File: src/rtl/iomem_gpio.sv
// iomem_gpio: picosoc iomem GPIO with direction, synchronised inputs, atomic set/clr/tgl, edge interrupts
module iomem_gpio #(
  parameter int WIDTH = 32,
  parameter logic [7:0] BASE_PAGE = 8'h03,
  parameter int SYNC_STAGES = 2,
  parameter logic [WIDTH-1:0] OUT_RESET = '0
) (
  input  logic             clk,
  input  logic             resetn,
  input  logic             iomem_valid,
  output logic             iomem_ready,
  input  logic [3:0]       iomem_wstrb,
  input  logic [31:0]      iomem_addr,
  input  logic [31:0]      iomem_wdata,
  output logic [31:0]      iomem_rdata,
  input  logic [WIDTH-1:0] gpio_in,
  output logic [WIDTH-1:0] gpio_out,
  output logic [WIDTH-1:0] gpio_oe,
  output logic             irq
);
  logic [WIDTH-1:0] dir, ren, fen, st, prev, din, mask, wd, ev, nxt_out;
  logic [WIDTH-1:0] sync_q [SYNC_STAGES];
  logic [31:0] bmask, rd;
  logic [5:0] off;
  logic sel, wr, unused_addr;
  assign sel = iomem_valid & ~iomem_ready & (iomem_addr[31:24] == BASE_PAGE);
  assign wr = sel & |iomem_wstrb;
  assign off = iomem_addr[7:2];
  assign unused_addr = ^{iomem_addr[23:8], iomem_addr[1:0]};
  assign bmask = {{8{iomem_wstrb[3]}}, {8{iomem_wstrb[2]}}, {8{iomem_wstrb[1]}}, {8{iomem_wstrb[0]}}};
  assign mask = bmask[WIDTH-1:0];
  assign wd = iomem_wdata[WIDTH-1:0] & mask;
  assign din = sync_q[SYNC_STAGES-1];
  assign ev = (din & ~prev & ren) | (~din & prev & fen);
  assign gpio_oe = dir;
  assign irq = |(st & (ren | fen));
  always_comb begin
    nxt_out = off == 6'd0 ? (gpio_out & ~mask) | wd :
              off == 6'd3 ? gpio_out | wd :
              off == 6'd4 ? gpio_out & ~wd :
              off == 6'd5 ? gpio_out ^ wd : gpio_out;
  end
  always_comb begin
    rd = '0;
    case (off)
      6'd0: rd[WIDTH-1:0] = gpio_out;
      6'd1: rd[WIDTH-1:0] = dir;
      6'd2: rd[WIDTH-1:0] = din;
      6'd6: rd[WIDTH-1:0] = ren;
      6'd7: rd[WIDTH-1:0] = fen;
      6'd8: rd[WIDTH-1:0] = st;
      default: rd = '0;
    endcase
  end
  always_ff @(posedge clk) begin
    if (!resetn) begin
      gpio_out <= OUT_RESET;
      dir <= '0;
      ren <= '0;
      fen <= '0;
      st <= '0;
      prev <= '0;
      sync_q <= '{default: '0};
      iomem_ready <= 1'b0;
      iomem_rdata <= '0;
    end else begin
      sync_q[0] <= gpio_in;
      for (int i = 1; i < SYNC_STAGES; i++) sync_q[i] <= sync_q[i-1];
      prev <= din;
      iomem_ready <= sel;
      if (sel) iomem_rdata <= rd;
      if (wr) begin
        gpio_out <= nxt_out;
        if (off == 6'd1) dir <= (dir & ~mask) | wd;
        if (off == 6'd6) ren <= (ren & ~mask) | wd;
        if (off == 6'd7) fen <= (fen & ~mask) | wd;
      end
      // a new edge event wins over a simultaneous write-1-to-clear
      st <= (st & ~((wr && off == 6'd8) ? wd : '0)) | ev;
    end
  end
endmodule

File: config.mk
export PLATFORM = sky130hd
export DESIGN_NAME = iomem_gpio
export DESIGN_NICKNAME = d
export VERILOG_FILES = /design/src/rtl/iomem_gpio.sv
export SDC_FILE = /design/constraint.sdc
export NUM_CORES = 1
export LEC_CHECK = 0
export ABC_AREA = 1
export BUFFER_PORTS_ARGS = -buffer_cell sky130_fd_sc_hd__buf_2
export CAP_MARGIN = 20
export CORE_MARGIN = 1
export CORE_UTILIZATION = 50
export CTS_BUF_LIST = sky130_fd_sc_hd__clkbuf_8
export CTS_CLUSTER_SIZE = 16
export DETAILED_ROUTE_END_ITERATION = 8
export HOLD_SLACK_MARGIN = 0.12
export MAX_ROUTING_LAYER = met4
export PLACE_DENSITY = 0.71
export SLEW_MARGIN = 20
export SYNTH_ARGS = -nofsm -noshare
export SYNTH_HDL_FRONTEND = slang
export SYNTH_SLANG_ARGS = --single-unit
File: constraint.sdc
create_clock -name clk -period 1.7 [get_ports clk]
set_input_delay 0.34 -clock clk [delete_from_list [all_inputs] [get_ports clk]]
set_output_delay 0.34 -clock clk [all_outputs]
set_load 0.01 [all_outputs]
==> tab_implementation.tex, run 1 <==
\begin{tabular}{lr}
\hline
Metric & Value \\
\hline
\multicolumn{2}{l}{\textbf{Status}} \\
Result of the run & finished, violations left \\
Failing checks & negative setup slack \\
\multicolumn{2}{l}{\textbf{Setup path}} \\
CP Class & flip-flop to output port \\
Kind of end point of the critical path & output port \\
Arrival time of data at the critical path endpoint & 1960 ps \\
Critical Path Source Type & flip-flop \\
Crit Path Max Fanout & 2 \\
Flop2flop setup slack & 30 ps \\
Critical Path RT & 1360 ps \\
Worst R2R Start & iomem\_ready \\
Cell depth of the worst flop-to-flop path & 11 \\
\multicolumn{2}{l}{\textbf{STA}} \\
Worst slew margin relative to its limit & 71.9\% \\
Setup violators final & 1 \\
RSZ-0062 raised after global routing & true \\
Final WS setup & -604 ps \\
Slew @ Worst Pin & 422 ps \\
Timing-limited maximum frequency & 0.434 GHz \\
Final hold violations & 0 \\
Worst setup skew after layout & 22.1 ps \\
Final critical-path required period & 2300 ps \\
Final Cycle Share & 136\% \\
Slew Viols, Final & 0 \\
\multicolumn{2}{l}{\textbf{Global route}} \\
Initial antenna violation count & 1 \\
Wire length of the first global-routing pass & 72600 µm \\
Combined global-route utilization of all metal layers & 31.0\% \\
Met1 usage in global routing & 36.8\% \\
Most heavily used metal layer in global routing & met2 \\
Largest net degree at the start of global routing & 78 \\
Grt met3 use & 4.88\% \\
Routing usage on met2 & 51.6\% \\
Total overflow reported by the global router & 0 \\
Via count of the first global-routing pass & 14.6k \\
\multicolumn{2}{l}{\textbf{CTS}} \\
Max Buffers Root-to-Sink & 3 \\
Clock input transition at the sequential cells of the worst setup and hold paths & 60 ps \\
Total number of H-tree levels & 2 \\
Clock sink total & 289 \\
Root buffer cell & clkbuf\_8 \\
Clock buffers created by TritonCTS & 51 \\
CTS tree & done \\
Clock latency on the worst-skew pair & 580 ps \\
\multicolumn{2}{l}{\textbf{Placed design}} \\
Worst slack, placed & -264 ps \\
Placed Instances & 2896 \\
Routability-driven placement congestion ratio & 0.878 \\
Count of buffers from port buffering & 182 \\
Detail Placement HPWL & 30600 µm \\
\multicolumn{2}{l}{\textbf{Synth}} \\
Synth Warn \# & 0 \\
Count of flip-flops with a built-in enable after synthesis & 0 \\
Register bit total from synthesis & 289 \\
Total standard cell area after synthesis & 0.0148 mm² \\
Number of distinct library cells after synthesis & 24 \\
Syn\_area\_per\_cell & 6.47 µm² \\
Synth async-reset ratio & 0\% \\
Cell count after synthesis & 2291 \\
Synth Net Count & 2458 \\
Top\_reg\_cell synth & dfxtp\_1 \\
Post-synthesis sequential area ratio & 39.1\% \\
\multicolumn{2}{l}{\textbf{Flow run}} \\
Reported max-cap violation count & 0 \\
\multicolumn{2}{l}{\textbf{Detailed routing}} \\
Number of search-and-repair iterations in the first detailed-routing pass & 6 \\
WL per Instance & 15.0 µm \\
DRT iter0 DRCs & 1346 \\
Number of antenna-violating nets in the routed design & 0 \\
Drc violations & 0 \\
Total via count in the routed design & 15.2k \\
Via/cell ratio & 4.99 \\
Total wire length & 45700 µm \\
\multicolumn{2}{l}{\textbf{Power and ir drop}} \\
Power density over the cells & 755 mW/mm² \\
Worst-case vdd ir drop & 0.684 mV \\
PnR Total Power & 14.3 mW \\
Cell leakage power & 9.30 nW \\
\multicolumn{2}{l}{\textbf{Floorplan}} \\
Die Ht & 174 µm \\
Core Rows & 62 \\
Boundary Pins & 201 \\
Placeable core area & 0.0289 mm² \\
Starting density of the core & 51.2\% \\
Die footprint & 0.0303 mm² \\
Width of the die & 174 µm \\
\multicolumn{2}{l}{\textbf{Cells and area}} \\
Count of placed standard cells in the final layout, fillers left out & 3047 \\
Total number of nets in the final design & 2797 \\
Area Overhead vs Synth & 28.2\% \\
Number of fill cells & 2555 \\
Most common library cell in the layout ignoring fill and taps & nand2\_1 \\
Layout cells sized above 1 & 16.8\% \\
Leading cell types in the layout, fill and taps excluded & 593 x nand2\_1, 489 x inv\_1, 288 x dfxtp\_1 \\
\multicolumn{2}{l}{\textbf{Min path}} \\
Count of cells along the worst hold path & 5 \\
Class of the most critical hold timing path & input port to flip-flop \\
Critical hold path startpoint & iomem\_wdata[13] \\
\hline
\end{tabular}
-- how the worst max path moves through the flow --
stage                   start         endpoint  depth (start not counted)
4_1_cts             flip-flop              irq                          7
2_1_floorplan  iomem_addr[27]        flip-flop                          9
6_report            flip-flop              irq                          7
3_3_place_gp   iomem_addr[27]  iomem_rdata[22]                          8
5_1_grt             flip-flop              irq                          7
3_5_place_dp    iomem_addr[7]        flip-flop                         10
-- layout make-up --
cell class | instances | area [µm²] | area share, %
timing repair buffer | 375 | 2940 | 15.5
clock inverter | 22 | 140 | 0.738
sequential | 289 | 5790 | 30.5
inverter | 484 | 1820 | 9.56
clock buffer | 63 | 867 | 4.56
tap | 384 | 480 | 2.53
multi-input combinational | 1429 | 6960 | 36.6
antenna | 1 | 2.50 | 0.0132
-- cells by family (layout without fill, tap and decap cells) --
family          Yosys count  after routing  share of synthesized area (%)
compound gates          321            321                           11.5
fa+ha+maj                64             64                           5.41
buf+inv                 573            944                           14.9
flops                   289            289                           39.1
other cells               0              1                              0
simple gates           1044           1044                           29.1
-- per-layer routing --
metal	wire, µm	up-vias
met5	0	-
met4	1980	0
met3	3800	135
met2	21400	616
met1	18500	6804
li1	-	7642
-- synth_stat cells (15+ instances only) --
cell / count / share of area [%]
a21oi_1: 116 / 3.9
clkbuf_1: 54 / 1.4
a31oi_1: 32 / 1.4
nand3_1: 105 / 3.5
nor3_1: 39 / 1.3
nand2_1: 599 / 15
inv_1: 475 / 12
nor2_4: 15 / 1.1
o21ai_1: 17 / 0.57
buf_2: 21 / 0.71
o22ai_1: 47 / 2.0
o21ai_0: 109 / 3.7
ha_1: 64 / 5.4
dfxtp_1: 289 / 39
nor2_1: 272 / 6.9
-- power breakdown --
part	total, mW	switching, mW	internal (mW)
clock	6.45	2.85	3.60
combinational	0.981	0.584	0.397
sequential	6.91	0.0390	6.87
-- metrics by stage --
stage	area (µm²)	setup TNS, ps	hold WS, ps	utilization [%]
3_5_place_dp	17200	-34060	395	59.3
2_1_floorplan	14800	0	390	-
4_1_cts	18900	-574	121	65.3
5_1_grt	19000	-783	151	65.6
6_report	19000	-604	142	65.6
3_3_place_gp	17200	-30980	393	59.3
-- repair_timing --
item	4_1_cts	5_1_grt
endpoints found under the setup margin	191	128
hold buffers	59	0
resized for setup	21	27
pin swaps	6	21
setup buffers	5	0
gates cloned	1	0
endpoints found under the hold margin	91	0
-- critical path, cell delays in order, from the launching register on --
cell and delay [ps]:
dfxtp_1 310, o21ai_1 140, nand2_1 80, nor3_2 160, nand4_1 190, nor2_2 240, nand2_1 130, buf_2 160
Note: power is estimated with default switching activity, not from simulation.
==> run 2, diff against run 1 <==
--- a/config.mk
+++ b/config.mk
@@ -10,7 +10,6 @@
 export CAP_MARGIN = 20
 export CORE_MARGIN = 1
 export CORE_UTILIZATION = 50
-export CTS_BUF_LIST = sky130_fd_sc_hd__clkbuf_8
 export CTS_CLUSTER_SIZE = 16
 export DETAILED_ROUTE_END_ITERATION = 8
 export HOLD_SLACK_MARGIN = 0.12
==> tab_implementation.tex, run 2 (synthesis gave the netlist of run 1 again) <==
\begin{tabular}{lr}
\hline
Metric & Value \\
\hline
\multicolumn{2}{l}{\textbf{CTS}} \\
Clock input transition at the sequential cells of the worst setup and hold paths & 60 ps (about the same) \\
Clock latency on the worst-skew pair & 560 ps (-20 ps) \\
Clock buffers created by TritonCTS & 31 (-39\%) \\
CTS tree & done \\
Root buffer cell & clkbuf\_16 \\
Clock sink total & 289 (unchanged) \\
Total number of H-tree levels & 1 (-1) \\
Max Buffers Root-to-Sink & 3 (unchanged) \\
\multicolumn{2}{l}{\textbf{Status}} \\
Failing checks & negative setup slack \\
Result of the run & finished, violations left \\
\multicolumn{2}{l}{\textbf{Global route}} \\
Largest net degree at the start of global routing & 78 (unchanged) \\
Via count of the first global-routing pass & 14.3k (-1.5\%) \\
Wire length of the first global-routing pass & 71800 µm (-1.1\%) \\
Combined global-route utilization of all metal layers & 30.5\% (-0.49 points) \\
Total overflow reported by the global router & 0 (unchanged) \\
Initial antenna violation count & 1 (unchanged) \\
\multicolumn{2}{l}{\textbf{Min path}} \\
Critical hold path startpoint & iomem\_wdata[1] \\
Class of the most critical hold timing path & input port to flip-flop \\
Count of cells along the worst hold path & 5 (unchanged) \\
\multicolumn{2}{l}{\textbf{Setup path}} \\
Arrival time of data at the critical path endpoint & 1970 ps (about the same) \\
Critical Path Source Type & flip-flop \\
Cell depth of the worst flop-to-flop path & 11 (unchanged) \\
Worst R2R Start & iomem\_ready \\
Critical Path RT & 1360 ps (about the same) \\
Crit Path Max Fanout & 2 (unchanged) \\
Flop2flop setup slack & 50 ps (+20 ps) \\
CP Class & flip-flop to output port \\
Kind of end point of the critical path & output port \\
\multicolumn{2}{l}{\textbf{Floorplan}} \\
Placeable core area & 0.0289 mm² (unchanged) \\
Starting density of the core & 51.2\% (unchanged) \\
Boundary Pins & 201 (unchanged) \\
Die footprint & 0.0303 mm² (unchanged) \\
Width of the die & 174 µm (unchanged) \\
Die Ht & 174 µm (unchanged) \\
Core Rows & 62 (unchanged) \\
\multicolumn{2}{l}{\textbf{Detailed routing}} \\
Number of antenna-violating nets in the routed design & 0 (unchanged) \\
Number of search-and-repair iterations in the first detailed-routing pass & 7 (+1) \\
Total wire length & 45200 µm (-1.0\%) \\
Drc violations & 0 (unchanged) \\
Total via count in the routed design & 15.0k (-1.3\%) \\
WL per Instance & 15.1 µm (+0.74\%) \\
DRT iter0 DRCs & 1364 (+1.3\%) \\
Via/cell ratio & 5.01 (+0.43\%) \\
\multicolumn{2}{l}{\textbf{Power and ir drop}} \\
Cell leakage power & 9.12 nW (-1.9\%) \\
Worst-case vdd ir drop & 0.756 mV (+11\%) \\
Power density over the cells & 780 mW/mm² (+3.3\%) \\
\multicolumn{2}{l}{\textbf{Cells and area}} \\
Layout cells sized above 1 & 16.1\% (-0.66 points) \\
Final core occ & 64.9\% (-0.79 points) \\
Area of all placed cells without fillers & 0.0188 mm² (-1.2\%) \\
Most common library cell in the layout ignoring fill and taps & nand2\_1 \\
Total number of nets in the final design & 2755 (-1.5\%) \\
Number of fill cells & 2554 (-0.039\%) \\
Leading cell types in the layout, fill and taps excluded & 597 x nand2\_1, 474 x inv\_1, 287 x dfxtp\_1 \\
Area Overhead vs Synth & 26.7\% \\
\multicolumn{2}{l}{\textbf{Flow run}} \\
Reported max-cap violation count & 0 (unchanged) \\
\multicolumn{2}{l}{\textbf{Placed design}} \\
Routability-driven placement congestion ratio & 0.878 (unchanged) \\
Instance area after placement & 0.0172 mm² (unchanged) \\
Worst slack, placed & -264 ps (unchanged) \\
Count of buffers from port buffering & 182 (unchanged) \\
Detail Placement HPWL & 30600 µm (unchanged) \\
\multicolumn{2}{l}{\textbf{STA}} \\
Timing-limited maximum frequency & 0.432 GHz (-0.38\%) \\
Final hold violations & 0 (unchanged) \\
Worst setup skew after layout & 11.0 ps (-11.2 ps) \\
Final Cycle Share & 136\% (+0.52 points) \\
Worst slew margin relative to its limit & 71.4\% (-0.46 points) \\
Final WS setup & -613 ps (-8.90 ps) \\
Slew Viols, Final & 0 (unchanged) \\
Slew @ Worst Pin & 429 ps (+6.90 ps) \\
RSZ-0062 raised after global routing & true \\
Setup violators final & 1 (unchanged) \\
Hold WS & 132 ps (-10.6 ps) \\
Final critical-path required period & 2310 ps (+8.90 ps) \\
Fin Setup TNS & -613 ps (-8.90 ps) \\
\hline
\end{tabular}
run 2: cell types whose count changed in the layout (fill, tap and decap cells not counted), sizes merged:
cell / previous run / this run
clkinvlp: 0 / 3
dlygate4sd3: 59 / 37
inv: 500 / 484
clkbuf: 63 / 45
run 2: through the flow:
step                total power [mW]  std cells
finish                          14.6       2994
global route                    15.1       2994
CTS                             14.7       2993
detailed placement              7.90       2896
global placement                7.88       2896
floorplan                       7.55       2291
run 2: cell type report:
cell class | count | area [µm²] | share of cell area (%)
multi-input combinational | 1429 | 6940 | 37.0
sequential | 289 | 5790 | 30.8
timing repair buffer | 353 | 2720 | 14.5
inverter | 484 | 1820 | 9.68
clock buffer | 45 | 918 | 4.89
tap | 384 | 480 | 2.56
clock inverter | 9 | 106 | 0.567
antenna | 1 | 2.50 | 0.0133
run 2: worst max-delay path: stages, from the launching register on:
cell and delay (ps):
dfxtp_2 320, o21ai_2 120, nand2_1 70, nor3_2 230, nand4_1 230, nor2_4 220
nand2_2 90, buf_6 130
run 2: power by group:
| group | switching (mW) | internal [mW] | leakage [nW] | total (mW) |
|---|---|---|---|---|
| Combinational | 0.576 | 0.363 | 6.28 | 0.939 |
| Sequential | 0.0389 | 6.87 | 2.34 | 6.90 |
| Clock | 2.79 | 4.01 | 0.497 | 6.80 |
| Total | 3.40 | 11.2 | 9.12 | 14.6 |
run 2: worst max-delay path by stage:
stage | from | end | cells after the start
2_1_floorplan | iomem_addr[27] | flip-flop | 9
3_3_place_gp | iomem_addr[27] | iomem_rdata[22] | 8
3_5_place_dp | iomem_addr[7] | flip-flop | 10
4_1_cts | flip-flop | irq | 7
5_1_grt | flip-flop | irq | 7
6_report | flip-flop | irq | 7
run 2: what timing repair did:
action / 4_1_cts / 5_1_grt
cloned: 1 / 0
hold endpoints to repair: 48 / 0
setup endpoints to repair: 191 / 61
hold buffers: 37 / 0
pin swaps: 13 / 13
setup buffers: 5 / 0
resized for setup: 22 / 17
run 2: routing by layer:
metal	vias to the layer above	track usage [%]	part of all wire, %
met5	-	-	0
met3	118	4.00	8.2
met1	6717	37.4	41
li1	7553	-	-
met4	0	11.5	3.5
met2	609	50.9	47
